**src/rtl/csi_pkt_decoder_pkg.sv**
```systemverilog
// Shared types, data-type codes and ECC/CRC helpers for the two-lane CSI-2 packet decoder.
package csi_pkt_decoder_pkg;

  typedef logic [15:0] lane_data_t;

  localparam logic [5:0] DT_FS   = 6'h00;
  localparam logic [5:0] DT_FE   = 6'h01;
  localparam logic [5:0] DT_LS   = 6'h02;
  localparam logic [5:0] DT_LE   = 6'h03;
  localparam logic [5:0] DT_RAW8 = 6'h2A;
  localparam logic [5:0] DT_LONG_MIN = 6'h10;

  localparam logic [15:0] CRC_SEED     = 16'hFFFF;
  localparam logic [15:0] CRC_POLY_REV = 16'h8408;

  typedef enum logic [2:0] {
    ST_IDLE    = 3'd0,
    ST_HDR1    = 3'd1,
    ST_PAYLOAD = 3'd2,
    ST_CRC     = 3'd3,
    ST_DRAIN   = 3'd4
  } csi_dec_state_t;

  // Each parity bit is the XOR of the header bits selected by its mask (bit n of the mask = D[n]).
  function automatic logic [5:0] csi_ecc(input logic [23:0] d);
    logic [5:0] p;
    p[0] = ^(d & 24'hF12CB7);
    p[1] = ^(d & 24'hF2555B);
    p[2] = ^(d & 24'h749A6D);
    p[3] = ^(d & 24'hB8E38E);
    p[4] = ^(d & 24'hDF03F0);
    p[5] = ^(d & 24'hEFFC00);
    return p;
  endfunction

  // Reflected CRC-16 (x^16+x^12+x^5+1), data consumed LSB first.
  function automatic logic [15:0] crc16_byte(input logic [15:0] crc, input logic [7:0] data);
    logic [15:0] c;
    c = crc;
    for (int i = 0; i < 8; i++) begin
      if (c[0] ^ data[i]) begin
        c = {1'b0, c[15:1]} ^ CRC_POLY_REV;
      end else begin
        c = {1'b0, c[15:1]};
      end
    end
    return c;
  endfunction

endpackage

```
**src/rtl/csi_pkt_decoder_if.sv**
```systemverilog
// Lane input stream and decoded outputs of the CSI-2 packet decoder.
interface csi_pkt_decoder_if;
  import csi_pkt_decoder_pkg::*;

  lane_data_t data_in;
  logic       data_in_valid;
  lane_data_t data_out;
  logic       data_valid;
  logic       frame_start;
  logic       frame_end;
  logic       line_end;
  logic       in_frame;
  logic       ecc_err;
  logic       crc_err;
  logic       pkt_err;

  modport master (
    output data_in, data_in_valid,
    input  data_out, data_valid, frame_start, frame_end, line_end, in_frame,
           ecc_err, crc_err, pkt_err
  );

  modport slave (
    input  data_in, data_in_valid,
    output data_out, data_valid, frame_start, frame_end, line_end, in_frame,
           ecc_err, crc_err, pkt_err
  );
endinterface

```
**src/rtl/csi_crc16.sv**
```systemverilog
// Payload CRC-16 register absorbing one lane pair (lane0 byte first) per enabled cycle.
module csi_crc16
  import csi_pkt_decoder_pkg::*;
(
  input  logic        clk,
  input  logic        rst,
  input  logic        seed_i,
  input  logic        en_i,
  input  lane_data_t  data_i,
  output logic [15:0] crc_o
);

  logic [15:0] crc_d;
  logic [15:0] crc_q;

  // Seed has priority so a new header always restarts the checksum.
  always_comb begin
    crc_d = crc_q;
    if (seed_i) begin
      crc_d = CRC_SEED;
    end else if (en_i) begin
      crc_d = crc16_byte(crc16_byte(crc_q, data_i[7:0]), data_i[15:8]);
    end else begin
      crc_d = crc_q;
    end
  end

  // CRC state register.
  always_ff @(posedge clk or posedge rst) begin
    if (rst) begin
      crc_q <= CRC_SEED;
    end else begin
      crc_q <= crc_d;
    end
  end

  assign crc_o = crc_q;

endmodule

```
**src/rtl/csi_pkt_decoder.sv**
```systemverilog
// Two-lane CSI-2 packet decoder: header ECC check, RAW payload forwarding, CRC check, frame/line strobes.
module csi_pkt_decoder
  import csi_pkt_decoder_pkg::*;
#(
  parameter logic [7:0]  RAW_DT = 8'h2A,
  parameter int unsigned MAX_WC = 1280
) (
  input logic              clk,
  input logic              rst,
  csi_pkt_decoder_if.slave bus
);

  localparam logic [15:0] MAX_WC_L = 16'(MAX_WC);

  csi_dec_state_t state_d, state_q;
  lane_data_t     hdr0_d, hdr0_q;
  logic [14:0]    cnt_d, cnt_q;
  logic           fwd_d, fwd_q;
  lane_data_t     data_out_d, data_out_q;
  logic           data_valid_d, data_valid_q;
  logic           frame_start_d, frame_start_q;
  logic           frame_end_d, frame_end_q;
  logic           line_end_d, line_end_q;
  logic           in_frame_d, in_frame_q;
  logic           ecc_err_d, ecc_err_q;
  logic           crc_err_d, crc_err_q;
  logic           pkt_err_d, pkt_err_q;

  logic           crc_seed_s;
  logic           crc_en_s;
  logic [15:0]    crc_s;
  logic [15:0]    wc_s;
  logic [7:0]     di_s;
  logic [5:0]     dt_s;
  logic           ecc_ok_s;

  // Header fields are valid while beat1 is on the bus in HDR1.
  assign di_s     = hdr0_q[7:0];
  assign dt_s     = di_s[5:0];
  assign wc_s     = {bus.data_in[7:0], hdr0_q[15:8]};
  assign ecc_ok_s = (bus.data_in[15:14] == 2'b00) && (bus.data_in[13:8] == csi_ecc({wc_s, di_s}));

  csi_crc16 u_crc (
    .clk    (clk),
    .rst    (rst),
    .seed_i (crc_seed_s),
    .en_i   (crc_en_s),
    .data_i (bus.data_in),
    .crc_o  (crc_s)
  );

  // Next-state and next-output logic; every strobe defaults low so it lasts exactly one cycle.
  always_comb begin
    state_d       = state_q;
    hdr0_d        = hdr0_q;
    cnt_d         = cnt_q;
    fwd_d         = fwd_q;
    data_out_d    = data_out_q;
    data_valid_d  = 1'b0;
    frame_start_d = 1'b0;
    frame_end_d   = 1'b0;
    line_end_d    = 1'b0;
    in_frame_d    = in_frame_q;
    ecc_err_d     = 1'b0;
    crc_err_d     = 1'b0;
    pkt_err_d     = 1'b0;
    crc_seed_s    = 1'b0;
    crc_en_s      = 1'b0;

    case (state_q)
      ST_IDLE: begin
        if (bus.data_in_valid) begin
          hdr0_d  = bus.data_in;
          state_d = ST_HDR1;
        end else begin
          state_d = ST_IDLE;
        end
      end

      ST_HDR1: begin
        if (!bus.data_in_valid) begin
          pkt_err_d = 1'b1;
          state_d   = ST_IDLE;
        end else if (!ecc_ok_s) begin
          ecc_err_d = 1'b1;
          state_d   = ST_DRAIN;
        end else if (dt_s < DT_LONG_MIN) begin
          if (dt_s == DT_FS) begin
            frame_start_d = 1'b1;
            in_frame_d    = 1'b1;
          end else if (dt_s == DT_FE) begin
            frame_end_d = 1'b1;
            in_frame_d  = 1'b0;
          end else begin
            in_frame_d = in_frame_q;
          end
          state_d = ST_DRAIN;
        end else if (wc_s[0] || (wc_s > MAX_WC_L)) begin
          pkt_err_d = 1'b1;
          state_d   = ST_DRAIN;
        end else begin
          fwd_d      = (dt_s == RAW_DT[5:0]);
          crc_seed_s = 1'b1;
          cnt_d      = wc_s[15:1];
          if (wc_s == 16'h0000) begin
            state_d = ST_CRC;
          end else begin
            state_d = ST_PAYLOAD;
          end
        end
      end

      ST_PAYLOAD: begin
        if (!bus.data_in_valid) begin
          pkt_err_d = 1'b1;
          state_d   = ST_IDLE;
        end else begin
          crc_en_s     = 1'b1;
          cnt_d        = cnt_q - 15'd1;
          data_out_d   = bus.data_in;
          data_valid_d = fwd_q;
          if (cnt_q == 15'd1) begin
            state_d = ST_CRC;
          end else begin
            state_d = ST_PAYLOAD;
          end
        end
      end

      ST_CRC: begin
        if (!bus.data_in_valid) begin
          pkt_err_d = 1'b1;
          state_d   = ST_IDLE;
        end else begin
          crc_err_d  = (bus.data_in != crc_s);
          line_end_d = fwd_q;
          state_d    = ST_DRAIN;
        end
      end

      ST_DRAIN: begin
        if (!bus.data_in_valid) begin
          state_d = ST_IDLE;
        end else begin
          state_d = ST_DRAIN;
        end
      end

      default: begin
        state_d = ST_IDLE;
      end
    endcase
  end

  // State and registered outputs.
  always_ff @(posedge clk or posedge rst) begin
    if (rst) begin
      state_q       <= ST_IDLE;
      hdr0_q        <= 16'h0000;
      cnt_q         <= 15'd0;
      fwd_q         <= 1'b0;
      data_out_q    <= 16'h0000;
      data_valid_q  <= 1'b0;
      frame_start_q <= 1'b0;
      frame_end_q   <= 1'b0;
      line_end_q    <= 1'b0;
      in_frame_q    <= 1'b0;
      ecc_err_q     <= 1'b0;
      crc_err_q     <= 1'b0;
      pkt_err_q     <= 1'b0;
    end else begin
      state_q       <= state_d;
      hdr0_q        <= hdr0_d;
      cnt_q         <= cnt_d;
      fwd_q         <= fwd_d;
      data_out_q    <= data_out_d;
      data_valid_q  <= data_valid_d;
      frame_start_q <= frame_start_d;
      frame_end_q   <= frame_end_d;
      line_end_q    <= line_end_d;
      in_frame_q    <= in_frame_d;
      ecc_err_q     <= ecc_err_d;
      crc_err_q     <= crc_err_d;
      pkt_err_q     <= pkt_err_d;
    end
  end

  assign bus.data_out    = data_out_q;
  assign bus.data_valid  = data_valid_q;
  assign bus.frame_start = frame_start_q;
  assign bus.frame_end   = frame_end_q;
  assign bus.line_end    = line_end_q;
  assign bus.in_frame    = in_frame_q;
  assign bus.ecc_err     = ecc_err_q;
  assign bus.crc_err     = crc_err_q;
  assign bus.pkt_err     = pkt_err_q;

endmodule

```
**src/flat_wrapper.sv**
```systemverilog
// flat-port wrapper written by rule: the top's interface ports become plain ports
module csi_pkt_decoder_flat import csi_pkt_decoder_pkg::*;
#(
  parameter logic [7:0]  RAW_DT = 8'h2A,
  parameter int unsigned MAX_WC = 1280
)
  (clk, rst, bus_data_in, bus_data_in_valid, bus_data_out, bus_data_valid, bus_frame_start, bus_frame_end, bus_line_end, bus_in_frame, bus_ecc_err, bus_crc_err, bus_pkt_err);
  csi_pkt_decoder_if bus_i ();
  input logic clk;
  input logic rst;
  input wire logic [$bits(bus_i.data_in)-1:0] bus_data_in;
  input wire logic [$bits(bus_i.data_in_valid)-1:0] bus_data_in_valid;
  output wire logic [$bits(bus_i.data_out)-1:0] bus_data_out;
  output wire logic [$bits(bus_i.data_valid)-1:0] bus_data_valid;
  output wire logic [$bits(bus_i.frame_start)-1:0] bus_frame_start;
  output wire logic [$bits(bus_i.frame_end)-1:0] bus_frame_end;
  output wire logic [$bits(bus_i.line_end)-1:0] bus_line_end;
  output wire logic [$bits(bus_i.in_frame)-1:0] bus_in_frame;
  output wire logic [$bits(bus_i.ecc_err)-1:0] bus_ecc_err;
  output wire logic [$bits(bus_i.crc_err)-1:0] bus_crc_err;
  output wire logic [$bits(bus_i.pkt_err)-1:0] bus_pkt_err;
  assign bus_i.data_in = bus_data_in;
  assign bus_i.data_in_valid = bus_data_in_valid;
  assign bus_data_out = bus_i.data_out;
  assign bus_data_valid = bus_i.data_valid;
  assign bus_frame_start = bus_i.frame_start;
  assign bus_frame_end = bus_i.frame_end;
  assign bus_line_end = bus_i.line_end;
  assign bus_in_frame = bus_i.in_frame;
  assign bus_ecc_err = bus_i.ecc_err;
  assign bus_crc_err = bus_i.crc_err;
  assign bus_pkt_err = bus_i.pkt_err;
  csi_pkt_decoder #(.RAW_DT(RAW_DT), .MAX_WC(MAX_WC)) u_core (.clk(clk), .rst(rst), .bus(bus_i));
endmodule
```
**config.mk**
```make
export PLATFORM = sky130hd
export DESIGN_NAME = csi_pkt_decoder_flat
export DESIGN_NICKNAME = d
export VERILOG_FILES = /design/src/rtl/csi_pkt_decoder_pkg.sv /design/src/rtl/csi_pkt_decoder_if.sv /design/src/rtl/csi_crc16.sv /design/src/rtl/csi_pkt_decoder.sv /design/src/flat_wrapper.sv
export SDC_FILE = /design/constraint.sdc
export NUM_CORES = 1
export LEC_CHECK = 0
export ABC_CLOCK_PERIOD_IN_PS = 3210
export BUFFER_PORTS_ARGS = -buffer_cell sky130_fd_sc_hd__buf_2
export CORE_UTILIZATION = 55
export CTS_CLUSTER_SIZE = 40
export DETAILED_ROUTE_END_ITERATION = 7
export HOLD_SLACK_MARGIN = 0.12
export PLACE_DENSITY = 0.71
export SLEW_MARGIN = 10
export SYNTH_ARGS = -nofsm -noshare
export SYNTH_HDL_FRONTEND = slang
export SYNTH_HIERARCHICAL = 1
export SYNTH_SLANG_ARGS = --single-unit
```
**constraint.sdc**
```tcl
create_clock -name clk -period 3.21 [get_ports clk]
set_clock_uncertainty 0.05 [all_clocks]
set_input_delay 0.321 -clock clk [delete_from_list [all_inputs] [get_ports clk]]
set_output_delay 0.321 -clock clk [all_outputs]
set_load 0.01 [all_outputs]
```
==> flow_summary.json <==
{
  "status": "completed",
  "gpl.final_weighted_congestion": 0.910,
  "worst_ep_arrival_time_ns": 3.34,
  "grt_first_pass_wirelength_um": 19800,
  "routedLengthMet1_um": 5360,
  "clock_root_cell": "sky130_fd_sc_hd__clkbuf_8",
  "drt.antenna.violating_nets": 0,
  "dp_hpwl_um": 9360,
  "worst_slack_after_detailed_placement_ns": 0.116,
  "p_comb_share_pct": 41.2,
  "insertion_delay_of_the_later_clocked_pin_in_the_worst_skew_pair_ns": 0.36,
  "power_density_relative_to_cell_area_nw_per_um2": 597,
  "quantity_of_i_o_buffers_inserted_on_ports": 42,
  "area_growth_pct": 13.2,
  "detail_route.drc_violations": 0,
  "postSynthRegisterBits": 75,
  "report.final.setup_viol": 0,
  "worst-path-max-fanout": 7,
  "design.portCount": 43,
  "wirelength_um": 12800,
  "power_total_w": 0.00330,
  "synthesis.nets": 545,
  "placementRows": 34,
  "timing.final.crit_share_pct": 97.6,
  "globalRouteOverflowTotal": 0,
  "routed_wire_per_std_cell_um": 19.0,
  "cts_tree": "built",
  "initial_core_util_pct": 56.3,
  "dr_wl_met2_um": 6330,
  "worst_r2r_path_depth": 10,
  "timing.final.crit_period_ns": 3.13,
  "internal-power_w": 0.00215,
  "post_synth_inst_count": 504,
  "maximum_frequency_from_static_timing_analysis_mhz": 319,
  "finish.cell_count_without_fillers": 671,
  "core_area_sq_um": 8680,
  "synth_enable_flop_cells": 0,
  "synthTopCellsByArea": "sky130_fd_sc_hd__dfrtp_1 (30%), sky130_fd_sc_hd__xnor2_1 (9.9%), sky130_fd_sc_hd__dfstp_2 (8.6%), sky130_fd_sc_hd__xor2_1 (5.9%), sky130_fd_sc_hd__ha_1 (5.6%)",
  "met3WireLength_um": 861,
  "worst_pin_slew_ns": 0.776,
  "cp.required_ns": 3.41,
  "grt_setup_unrepaired": "true",
  "num_vias": 3918,
  "min-delay-path-class": "input port to async pin",
  "p_leak_nw": 2.67,
  "finalNetCount": 598,
  "final_layout_size_suffix_gt1_share_pct": 20.8,
  "worst_setup_path_end_kind": "register",
  "iteration_0_drc_count_of_the_detailed_router": 278,
  "die-area_sq_um": 9270,
  "cp_slowest_stage_delay_ns": 0.59,
  "routed_via_density": 5.84,
  "finalHoldViolations": 0,
  "synth_seq_area_share_pct": 38.8,
  "dp.cells": 654,
  "netlist.top_cell.by_area": "sky130_fd_sc_hd__dfrtp_1",
  "path_clk_slew_ns": 0.09,
  "share_of_flip_flops_with_an_asynchronous_set_or_reset_after_synthesis_pct": 100,
  "sw_frac_of_total_pct": 35.0,
  "drv.max_cap_violation_count": 0,
  "power.sequential.fraction_pct": 33.6,
  "ctsHtreeMaxLevel": 3,
  "grt_antenna_before_repair": 0,
  "cts.path.max_buffers": 2,
  "nature_of_the_critical_path_startpoint": "register",
  "cts_post_setup_buffers_inserted": 0,
  "clock_sinks": 75,
  "post-synth-top-area-fraction_pct": 30.2,
  "fin_hold_ws_ns": 0.121,
  "drt_first_pass_iters": 6,
  "highest-signal-layer": "met4",
  "vdd_ir_drop_max_v": 0.000246,
  "path_class": "register to register",
  "p_switching_w": 0.00116,
  "synth-warning-count": 6,
  "postLayoutSetupSlackWorst_ns": 0.0777,
  "clock_share_of_power_pct": 25.2,
  "grt_pass1_vias": 3662,
  "largest_net_degree_at_the_start_of_global_routing": 60,
  "avgSynthCellArea_sq_um": 9.70,
  "synth.most_common_cell": "sky130_fd_sc_hd__nand2_1",
  "master_of_the_slowest_instance_on_the_critical_path": "sky130_fd_sc_hd__a2111oi_1",
  "totalNegativeSetupSlack_ns": 0,
  "synth_common_cells": "sky130_fd_sc_hd__nand2_1 (66), sky130_fd_sc_hd__dfrtp_1 (59), sky130_fd_sc_hd__xnor2_1 (55)",
  "fp.dieH_um": 96.3,
  "synth_ff_type": "sky130_fd_sc_hd__dfrtp_1",
  "tritoncts.num_buffers": 9,
  "slew-limit-headroom_pct": 48.3,
  "grt_usage_pct": 29.8,
  "final_max_slew_viol_count": 0,
  "synthesis.area_sq_um": 4890,
  "number_of_unique_standard_cell_types_used_by_synthesis": 63,
  "cell_breakdown_of_the_critical_path": "inv_1 > ha_1 > nand3_1 > or3_1 > a2111oi_1 > nand2_1 > nor3_4 > nor2_4 > inv_4 > mux2_1",
  "die_width_um": 96.3
}
metal layers:
metal  track usage [%]  vias to the layer above
li1                  -                     1833
met1              39.1                     1908
met2              49.4                      157
met3              5.13                       20
met4              10.4                        0
met5                 0                        -
logic make-up (layout without fill, tap and decap cells):
family	count (synthesis)	count (layout)	synth area share (%)
fa+ha+maj	22	22	5.63
flops	75	75	38.8
simple gates	164	164	16.8
compound gates	87	87	11.6
other cells	0	1	0
xor+xnor	100	100	21.3
buf+inv	47	105	3.81
mux	9	9	2.05
stage by stage:
step	util (%)	cell area (sq um)
after detailed placement	61.0	5300
final	63.8	5530
after global routing	63.7	5530
after floorplan	-	4890
after global placement	61.0	5300
after CTS	63.7	5520
registers in the layout, indices dropped and copies added (netlist names), 3 cells and up:
| signal | count |
|---|---|
| u_core/bus.data_out | 16 |
| u_core/hdr0_q | 16 |
| u_core/u_crc/crc_o | 16 |
| u_core/cnt_q | 15 |
| u_core/state_q | 3 |
power groups by stage:
stage,sequential [W],clock [W],combinational (W)
2_1_floorplan,0.00110,0,0.00107
3_3_place_gp,0.00112,0,0.00130
3_5_place_dp,0.00112,0,0.00132
4_1_cts,0.00111,0.000848,0.00134
5_1_grt,0.00112,0.000883,0.00146
6_report,0.00111,0.000833,0.00136
worst max-delay path, delay by kind of cell (launching register included):
family	cells	cell delay (ns)
adders and majority gates	1	0.16
and+or+nand+nor	5	1.18
AOI/OAI and AO/OA	1	0.59
muxes	1	0.32
buffers and inverters	2	0.24
DFF	1	0.48
layout make-up:
cell class	instances	area, sq um
fillers	730	3150
multi-input cells	382	2820
flip-flops and latches	75	1900
repair buffers	58	330
clock buffers	10	138
well taps	108	135
inverters	31	119
clock inverters	6	88.8
diodes	1	2.50
path summary, 6_finish.rpt:
check                                          end  slack (ns)              startpoint
hold / removal                    u_core/hdr0_q[2]        0.12                     rst
setup / recovery                  u_core/cnt_q[13]        0.08       u_core/hdr0_q[13]
setup reg to reg                  u_core/cnt_q[13]        0.08       u_core/hdr0_q[13]
min in group clk           u_core/bus.data_out[15]        0.19         bus_data_in[15]
max in group asynchronous       u_core/bus.pkt_err        2.46                     rst
hold reg to reg             u_core/bus.data_out[8]        0.43  u_core/bus.data_out[8]
layout by cell type (no fill, tap or decap), types with 2 or more instances in the layout:
cell type	n
sky130_fd_sc_hd__mux2_2	3
sky130_fd_sc_hd__o21ai_1	5
sky130_fd_sc_hd__dfstp_2	16
sky130_fd_sc_hd__buf_2	42
sky130_fd_sc_hd__mux2i_1	4
sky130_fd_sc_hd__nor3_4	2
sky130_fd_sc_hd__ha_1	22
sky130_fd_sc_hd__a21boi_0	2
sky130_fd_sc_hd__xnor2_1	55
sky130_fd_sc_hd__bufinv_16	2
sky130_fd_sc_hd__a221o_1	6
sky130_fd_sc_hd__nor4_1	7
sky130_fd_sc_hd__nand4b_1	2
sky130_fd_sc_hd__xnor3_1	9
sky130_fd_sc_hd__inv_1	28
sky130_fd_sc_hd__a211o_1	6
sky130_fd_sc_hd__or2_2	4
sky130_fd_sc_hd__nand3_1	7
sky130_fd_sc_hd__nor2_1	24
sky130_fd_sc_hd__nand4_1	3
sky130_fd_sc_hd__dfrtp_1	59
sky130_fd_sc_hd__nor2b_1	5
sky130_fd_sc_hd__a21oi_1	20
sky130_fd_sc_hd__o21ai_0	31
sky130_fd_sc_hd__nand2b_1	2
sky130_fd_sc_hd__buf_4	16
sky130_fd_sc_hd__clkinvlp_4	2
sky130_fd_sc_hd__xor2_1	33
sky130_fd_sc_hd__or3_1	4
sky130_fd_sc_hd__clkbuf_8	10
sky130_fd_sc_hd__nor3_1	18
sky130_fd_sc_hd__and3_1	6
sky130_fd_sc_hd__a211oi_2	3
sky130_fd_sc_hd__and2_1	2
sky130_fd_sc_hd__nand2_1	66
sky130_fd_sc_hd__or4b_2	2
sky130_fd_sc_hd__a31oi_1	2
what timing repair did:
item                                    in CTS  in global routing
hold buffers                                 0                  0
endpoints found under the setup margin       0                  4
resized for setup                            0                  1
No activity file was read; power rests on OpenSTA's default activity.
